File: src/rtl/voice_allocator.sv
// voice_allocator: assigns note-on/note-off events to NUM_VOICES square-wave generators.
// Build macro VOICE_STEAL_EN: when every voice is busy, steal the oldest voice instead of dropping the note.
module voice_allocator #(
    parameter int NUM_VOICES = 4,
    parameter int FREQ_W     = 16,
    parameter int AMP_W      = 6,
    parameter int AGE_W      = 8
) (
    input  logic                         clk,
    input  logic                         reset_n,
    input  logic                         note_valid,
    output logic                         note_ready,
    input  logic                         note_on,
    input  logic [FREQ_W-1:0]            note_freq,
    input  logic [AMP_W-1:0]             note_amp,
    output logic [NUM_VOICES*FREQ_W-1:0] voice_freq,
    output logic [NUM_VOICES*AMP_W-1:0]  voice_amp,
    output logic [NUM_VOICES-1:0]        voice_active,
    output logic                         stolen,
    output logic                         dropped
);

    localparam int IDX_W = (NUM_VOICES > 1) ? $clog2(NUM_VOICES) : 1;

    typedef enum logic [1:0] {IDLE, SCAN, COMMIT} state_t;

    state_t                 state;
    logic                   cap_on;
    logic [FREQ_W-1:0]      cap_freq;
    logic [AMP_W-1:0]       cap_amp;
    logic [IDX_W-1:0]       scan_idx;
    logic                   match_found;
    logic                   free_found;
    logic [IDX_W-1:0]       match_idx;
    logic [IDX_W-1:0]       free_idx;
    logic [FREQ_W-1:0]      freq_q [NUM_VOICES];
    logic [AMP_W-1:0]       amp_q  [NUM_VOICES];
    logic [NUM_VOICES-1:0]  active_q;
    logic                   evt_q;

    logic                   load_en;
    logic                   clear_en;
    logic                   evt_c;
    logic [IDX_W-1:0]       tgt_idx;

`ifdef VOICE_STEAL_EN
    logic [AGE_W-1:0]       age_q [NUM_VOICES];
    logic                   oldest_found;
    logic [IDX_W-1:0]       oldest_idx;
    logic [AGE_W-1:0]       oldest_age;

    function automatic logic [AGE_W-1:0] age_sat_inc(input logic [AGE_W-1:0] a);
        return (a == {AGE_W{1'b1}}) ? a : a + AGE_W'(1);
    endfunction

    assign stolen  = evt_q;
    assign dropped = 1'b0;
`else
    assign stolen  = 1'b0;
    assign dropped = evt_q;
`endif

    // Decision applied on the COMMIT edge; evt_c marks a note-on that found no match and no free voice.
    always_comb begin
        load_en  = 1'b0;
        clear_en = 1'b0;
        evt_c    = 1'b0;
        tgt_idx  = match_idx;
        if (cap_on) begin
            if (cap_freq != '0) begin
                if (match_found) begin
                    load_en = 1'b1;
                end else if (free_found) begin
                    load_en = 1'b1;
                    tgt_idx = free_idx;
                end else begin
                    evt_c = 1'b1;
`ifdef VOICE_STEAL_EN
                    load_en = 1'b1;
                    tgt_idx = oldest_idx;
`endif
                end
            end
        end else if (match_found) begin
            clear_en = 1'b1;
        end
    end

    always_ff @(posedge clk or negedge reset_n) begin
        if (!reset_n) begin
            state       <= IDLE;
            note_ready  <= 1'b1;
            cap_on      <= 1'b0;
            cap_freq    <= '0;
            cap_amp     <= '0;
            scan_idx    <= '0;
            match_found <= 1'b0;
            free_found  <= 1'b0;
            match_idx   <= '0;
            free_idx    <= '0;
            active_q    <= '0;
            evt_q       <= 1'b0;
            for (int v = 0; v < NUM_VOICES; v++) begin
                freq_q[v] <= '0;
                amp_q[v]  <= '0;
`ifdef VOICE_STEAL_EN
                age_q[v]  <= '0;
`endif
            end
`ifdef VOICE_STEAL_EN
            oldest_found <= 1'b0;
            oldest_idx   <= '0;
            oldest_age   <= '0;
`endif
        end else begin
            evt_q <= 1'b0;
            case (state)
                IDLE: begin
                    if (note_valid) begin
                        cap_on      <= note_on;
                        cap_freq    <= note_freq;
                        cap_amp     <= note_amp;
                        scan_idx    <= '0;
                        match_found <= 1'b0;
                        free_found  <= 1'b0;
`ifdef VOICE_STEAL_EN
                        oldest_found <= 1'b0;
`endif
                        note_ready  <= 1'b0;
                        state       <= SCAN;
                    end
                end
                SCAN: begin
                    if (active_q[scan_idx] && freq_q[scan_idx] == cap_freq && !match_found) begin
                        match_found <= 1'b1;
                        match_idx   <= scan_idx;
                    end
                    if (!active_q[scan_idx] && !free_found) begin
                        free_found <= 1'b1;
                        free_idx   <= scan_idx;
                    end
`ifdef VOICE_STEAL_EN
                    // Strict compare keeps the lowest index on equal ages.
                    if (active_q[scan_idx] && (!oldest_found || age_q[scan_idx] > oldest_age)) begin
                        oldest_found <= 1'b1;
                        oldest_idx   <= scan_idx;
                        oldest_age   <= age_q[scan_idx];
                    end
`endif
                    if (scan_idx == IDX_W'(NUM_VOICES - 1)) begin
                        state <= COMMIT;
                    end else begin
                        scan_idx <= scan_idx + IDX_W'(1);
                    end
                end
                COMMIT: begin
                    for (int v = 0; v < NUM_VOICES; v++) begin
                        if (load_en && tgt_idx == IDX_W'(v)) begin
                            freq_q[v]   <= cap_freq;
                            amp_q[v]    <= cap_amp;
                            active_q[v] <= 1'b1;
`ifdef VOICE_STEAL_EN
                            age_q[v]    <= '0;
`endif
                        end else if (clear_en && tgt_idx == IDX_W'(v)) begin
                            freq_q[v]   <= '0;
                            amp_q[v]    <= '0;
                            active_q[v] <= 1'b0;
`ifdef VOICE_STEAL_EN
                            age_q[v]    <= '0;
`endif
                        end
`ifdef VOICE_STEAL_EN
                        else if (load_en && active_q[v]) begin
                            age_q[v] <= age_sat_inc(age_q[v]);
                        end
`endif
                    end
                    evt_q      <= evt_c;
                    note_ready <= 1'b1;
                    state      <= IDLE;
                end
                default: begin
                    note_ready <= 1'b1;
                    state      <= IDLE;
                end
            endcase
        end
    end

    always_comb begin
        voice_freq = '0;
        voice_amp  = '0;
        for (int v = 0; v < NUM_VOICES; v++) begin
            voice_freq[v*FREQ_W +: FREQ_W] = freq_q[v];
            voice_amp[v*AMP_W +: AMP_W]    = amp_q[v];
        end
    end

    assign voice_active = active_q;

endmodule

File: config.mk
export PLATFORM = sky130hd
export DESIGN_NAME = voice_allocator
export DESIGN_NICKNAME = d
export VERILOG_FILES = /design/src/rtl/voice_allocator.sv
export SDC_FILE = /design/constraint.sdc
export NUM_CORES = 1
export LEC_CHECK = 0
export ABC_AREA = 1
export BUFFER_PORTS_ARGS = -buffer_cell sky130_fd_sc_hd__buf_2
export CELL_PAD_IN_SITES_DETAIL_PLACEMENT = 1
export CELL_PAD_IN_SITES_GLOBAL_PLACEMENT = 1
export CORE_ASPECT_RATIO = 1.75
export CORE_UTILIZATION = 41
export CTS_CLUSTER_DIAMETER = 200
export DETAILED_ROUTE_END_ITERATION = 16
export GPL_TIMING_DRIVEN = 1
export PLACE_DENSITY = 0.76
export SLEW_MARGIN = 20
export SYNTH_ARGS = -nofsm -noshare
export SYNTH_HDL_FRONTEND = slang
export SYNTH_SLANG_ARGS = --single-unit
export TNS_END_PERCENT = 50
File: constraint.sdc
create_clock -name clk -period 2.1 [get_ports clk]
set_input_delay 0.105 -clock clk [delete_from_list [all_inputs] [get_ports clk]]
set_output_delay 0.105 -clock clk [all_outputs]
set_load 0.02 [all_outputs]
# Word-level counts from Yosys, hierarchy flattened
# Cells that the tools add are included.
dict set report op_classes {
  n_eq_ne 12
  bitwise 2
  magnitude_cmp 2
  mux 56
  addsub 1
  reduce_logical 34
}
# operator n
set ops {}
lappend ops {{16-bit 2-to-1 mux} 10}
lappend ops {{6-bit 2-to-1 mux} 8}
lappend ops {{16-bit binary-select mux with 2-bit select} 1}
lappend ops {{1-bit 2-to-1 mux} 23}
lappend ops {{2-bit AND reduction} 9}
lappend ops {{16-bit == test} 1}
lappend ops {{2-bit 2-to-1 mux} 8}
lappend ops {{16-bit nonzero test} 1}
lappend ops {{1-bit logical AND} 11}
lappend ops {{2-bit != test (second input constant)} 5}
lappend ops {{2-bit nonzero test} 5}
lappend ops {{3-bit AND reduction} 3}
lappend ops {{2-bit == test (second input constant)} 4}
lappend ops {{2-bit case mux with 2 select lines} 2}
lappend ops {{1-bit case mux with 2 select lines} 3}
lappend ops {{2-bit by 1-bit == test with 1-bit output (second input constant)} 2}
lappend ops {{2-bit logical NOT} 2}
lappend ops {{3-bit >= comparator (second input constant)} 1}
lappend ops {{1-bit logical NOT} 3}
lappend ops {{2-bit by 3-bit less-than comparator with 1-bit output (second input constant)} 1}
lappend ops {{2-bit NOT with 3-bit output} 1}
lappend ops {{2-bit by 1-bit adder with 2-bit output (second input constant)} 1}
lappend ops {{1-bit binary-select mux with 2-bit select} 1}
lappend ops {{1-bit NOT} 1}
dict set report word_totals {
  inputBits 26
  ff_bits 127
  wordCells 130
  out_inout_bits 95
}

# Longest topological paths before layout
dict set report depth {
  depth_word 9
  ltp_mapped 13
  ltp_nobuf 12
}

# Least setup slack after synthesis
# Ideal clock, no wire load.
dict set report synth_timing {
  kind {reg-to-reg}
  start {register cap_freq[0]}
  end {register freq_q, in the netlist voice_freq[18]}
  stages_incl_launch_ff 13
  arrival_ps 1555
  n_path_buf 2
  setup_ps 118
  period_less_slack_ps 1674
  t_required_ps 1982
  slack_ps 426
  cell_sequence {dfrtp_1 > buf_6 > nor2_1 > nand3_1 > nor2_2 > nand2_4 > nand3b_1 > nand2_1 > nor2_4 > nand2_4 > buf_6 > nand2_1 > nand2_1}
}
dict set report synth_via {
  elab_chain_cells 7
  word_cells_on_any_way 11
  classes_between {eq/ne: 1; mux: 5; reduce/logical: 5}
}
# item line
set synth_rtl {}
lappend synth_rtl {{start: declaration} 29} ;# logic [FREQ_W-1:0] cap_freq;
lappend synth_rtl {{start signal: assignment} 121} ;# cap_freq <= note_freq;
lappend synth_rtl {{16-bit nonzero test (*)} 70} ;# if (cap_freq != '0) begin
lappend synth_rtl {{2-bit 2-to-1 mux} 70}
lappend synth_rtl {{2-bit 2-to-1 mux} 69} ;# if (cap_on) begin
lappend synth_rtl {{2-bit by 1-bit == test with 1-bit output} {158, 165}}
lappend synth_rtl {{1-bit logical AND (on tied branches)} {158, 165}}
lappend synth_rtl {{2-bit nonzero test (no line)} --}
lappend synth_rtl {{2-bit AND reduction (no line)} --}
lappend synth_rtl {{end signal: indexed assignment} 159} ;# freq_q[v] <= cap_freq;
lappend synth_rtl {{end: declaration} 36} ;# logic [FREQ_W-1:0] freq_q [NUM_VOICES];
# Every way passes the cells marked *; elsewhere a longest branch is shown, timed or not.
# A chain may end at the register's enable or synchronous reset.

# Worst setup path after layout
dict set report layout_timing {
  start {register cap_freq[9]}
  end {register active_q[3], in the netlist voice_active[3]}
}
dict set report layout_via {
  elab_chain_cells 7
  word_cells_on_any_way 11
  classes_between {eq/ne: 1; mux: 5; reduce/logical: 5}
}
# item line
set layout_rtl {}
lappend layout_rtl {{16-bit nonzero test (*)} 70}
lappend layout_rtl {{2-bit 2-to-1 mux} 70}
lappend layout_rtl {{2-bit 2-to-1 mux} 69}
lappend layout_rtl {{2-bit == test} {158, 165}}
lappend layout_rtl {{1-bit logical AND (on tied branches)} {158, 165}}
lappend layout_rtl {{2-bit nonzero test (no line)} --}
lappend layout_rtl {{2-bit AND reduction (no line)} --}
lappend layout_rtl {{end signal: assignment} 101} ;# active_q <= '0;
lappend layout_rtl {{end signal: indexed assignment} 161} ;# active_q[v] <= 1'b1;
lappend layout_rtl {{end signal: indexed assignment} 168} ;# active_q[v] <= 1'b0;
lappend layout_rtl {{end: declaration} 38} ;# logic [NUM_VOICES-1:0] active_q;
# Marks and branches as above.

==> metrics.txt <==
Iteration-0 DRC Markers=303; Peak VDD IR=0.6785 mV; Max Clk Rate=between 0.4 and 0.5 GHz; CP max-delay cell=dfrtp_1; Post-Synthesis Cells=777; clk root buf=clkbuf_16; Syn Area/Cell=8.029 µm²; final hold viol count=0; largest net degree at the start of global routing=47; total global routing overflow=0; final critical-path share of the clock period=between 90 and 100%; Clock Path Buffers=2; Critical Path RT=2400 ps; Port Buffers=119; met2 Track Usage GR=approximately 55%; #FFs+latches synth=127; area of the die=15730 µm²; vias per std cell=5.625; most frequent CP cell=nand2_1; antenna-violating nets left=0; CP max FO=24; vias in the first global route=6751; Leak=4.326 nW; Tot Pwr=approximately 10 mW; Crit. End Element=register; CTS Sinks=127; CP arrival=2350 ps; gr usage total=31.51%; Routed WL=23520 µm; reg-to-reg slack, setup=50 ps; post-layout min period=2052 ps; Post-DP HPWL=15890 µm; FP Rows=59; leading area contributor after synthesis=dfrtp_1; min-delay worst type=primary input to register; Fin Clk Skew=10.69 ps; Reg2Reg Depth=10; Seq/Total Area, Yosys=50.96%; normalized max-slew margin=62.72%; Num CTS Buffers=17; starting density of the core=42.04%; GP Congestion=0.8553; number of I/O pins=approximately 120; first-pass detailed-route iteration total=7; crit-path leading delay family=simple AND/OR/NAND/NOR gates; Final setup viols=0; worst reg2reg startpoint=cap_freq[9]$_DFFE_PN0P_; clk_lat worst skew=420 ps; Worst path max stage delay=450 ps; Tightest Pin Transition=559.3 ps; max-slew violations=0; share of the synthesized area in the top cell type=50.54%; number of remaining DRC errors=0; Layout Area Growth over Synthesis=28.30%; post-synthesis cell type count=27; Horiz. Die Dim=95.25 µm; layout cells sized above 1=24.25%; hold slack=146.3 ps; worst hold start=note_valid; met3 Use GR=4.487%; sink of the worst hold path=note_ready$_DFFE_PN1P_; PwrDens=1303 nW/µm²; ys flop type=dfrtp_1; Die H=roughly 170 µm; initial antenna violation count=0; Area contributors post-synth=dfrtp_1 (51%), nand2_1 (21%), nand4_1 (9.1%); WP buf/inv=1; Routed WL per cell=21.02 µm; Syn Std Cell Area=around 6200 µm²; Post-synth EDFFs=0; htree depth=4; vias after detailed routing=between 6000 and 7000; first-pass GRT wire length=36580 µm; grt peak-use layer=met2; Hold Path Depth=4; Max Cap Violations=0; Yosys warnings=0; GR met1 Demand/Resource=35.50%; RSZ-0062 raised after global routing=true; NumNets Final=950; status=finished, final reports clean; Cell Chain, Critical Path=inv_2 > nand4_1 > nor2_2 > nand2_4 > nand3b_1 > nand2_1 > nor2_4 > nand2_8 > nand2_1 > o21ai_1; CTS tree=built; FF-to-FF End=voice_active[3]$_DFFE_PN0P_; Clock transition at path regs=60 ps; Post-synth ARST share=100.0%; Syn Nets=804; Worst Path Class, Setup=register to register; CP Launch Type=register; antenna fix cells=0; area of the core=between 10000 and 15000 µm²
==> state kept, by name, summed over array words and instances (netlist names) <==
name / count
cap_amp: 6
cap_freq: 16
cap_on: 1
dropped: 1
free_found: 1
free_idx: 2
match_found: 1
match_idx: 2
note_ready: 1
scan_idx: 2
state: 2
voice_active: 4
voice_amp: 24
voice_freq: 64
==> worst reg2reg max path, cell delays in order (launching register included) <==
cell and delay (ps):
dfrtp_1 450, inv_2 110, nand4_1 140, nor2_2 200, nand2_4 110, nand3b_1 110
nand2_1 150, nor2_4 240, nand2_8 200, nand2_1 130, o21ai_1 80
==> worst max-delay path by stage <==
| stage | from | end | slack [ps] | depth (start not counted) |
|---|---|---|---|---|
| 2_1_floorplan | cap_freq[0]$_DFFE_PN0P_ | voice_freq[18]$_DFFE_PN0P_ | 430 | 12 |
| 3_3_place_gp | cap_freq[8]$_DFFE_PN0P_ | voice_freq[59]$_DFFE_PN0P_ | 90 | 9 |
| 3_5_place_dp | cap_freq[9]$_DFFE_PN0P_ | voice_active[3]$_DFFE_PN0P_ | -20 | 10 |
| 4_1_cts | cap_freq[9]$_DFFE_PN0P_ | voice_active[3]$_DFFE_PN0P_ | -30 | 10 |
| 5_1_grt | cap_freq[9]$_DFFE_PN0P_ | voice_active[3]$_DFFE_PN0P_ | -20 | 10 |
| 6_report | cap_freq[9]$_DFFE_PN0P_ | voice_active[3]$_DFFE_PN0P_ | 50 | 10 |
==> metal layers <==
| metal | vias to the layer above | routed length [µm] | share of wire, % |
|---|---|---|---|
| li1 | 2845 | - | - |
| met1 | 3138 | 8752 | 37 |
| met2 | 234 | 12620 | 54 |
| met3 | 77 | 945 | 4.0 |
| met4 | 0 | 1199 | 5.1 |
| met5 | - | 0 | 0 |
==> layout make-up <==
| cell class | count | area, µm² |
|---|---|---|
| clock inverter | 14 | 157.7 |
| timing repair buffer | 183 | 1254 |
| fill | 1822 | 6834 |
| clock buffer | 18 | 439.2 |
| sequential | 127 | 3182 |
| tap | 183 | 229.0 |
| inverter | 24 | 92.59 |
| multi-input combinational | 570 | 2650 |
==> cell usage in the layout (no fill, tap or decap), drive strengths merged, types with 4 or more instances in the layout <==
master,netlist,final
nand2,364,364
buf,45,159
dfrtp,126,126
nand4,91,91
nand3,56,56
inv,24,28
dlygate4sd3,0,24
nor2,24,24
o21ai,22,22
clkbuf,11,18
clkinv,0,5
nand3b,4,4
==> cell usage after synthesis (2+ instances only) <==
cell type and n:
dfrtp_1 126, xor2_1 3, buf_2 21, nor2_4 4, nor2_1 18, nand3_1 55, nand2_4 3, buf_4 12
inv_2 9, inv_1 15, nand3b_1 4, nand2_2 6, nand4_1 91, buf_6 11, nor2_2 2, clkbuf_1 11
o21ai_0 22, nand2_1 355
==> where the power goes <==
group / internal, mW / switching (mW)
combinational: 1.24 / 2.80
sequential: 2.88 / 0.499
clock: 1.80 / 1.22
==> timing repair <==
| action | in CTS | in global routing |
|---|---|---|
| resized for setup | 2 | 15 |
| hold buffers | 24 | 0 |
| endpoints found under the setup margin | 6 | 79 |
| pin swaps | 0 | 3 |
| buffers inserted | 0 | 3 |
| endpoints found under the hold margin | 59 | 0 |
==> per-stage QoR <==
step	area (µm²)	setup TNS, ps	utilization, %	setup slack, ps	std cells
after floorplan	6238	0	-	426.2	777
after global placement	7074	0	47.68	85.30	1060
after detailed placement	7074	-16.82	47.68	-16.82	1060
after CTS	7919	-82.17	53.37	-29.74	1116
after global routing	8004	-41.94	53.94	-24.88	1119
final	8004	0	53.94	48.44	1119
==> cells by family after synthesis <==
kind of cell	count (synthesis)	synth area share [%]
buffers and inverters	80	7.280
flip-flops	127	50.96
AND/OR/NAND/NOR	541	39.05
adder cells (fa/ha/maj)	1	0.2005
other	1	0.06011
AO/OA/AOI/OAI	24	2.026
XOR/XNOR	3	0.4213
(Power assumes the default switching activity.)
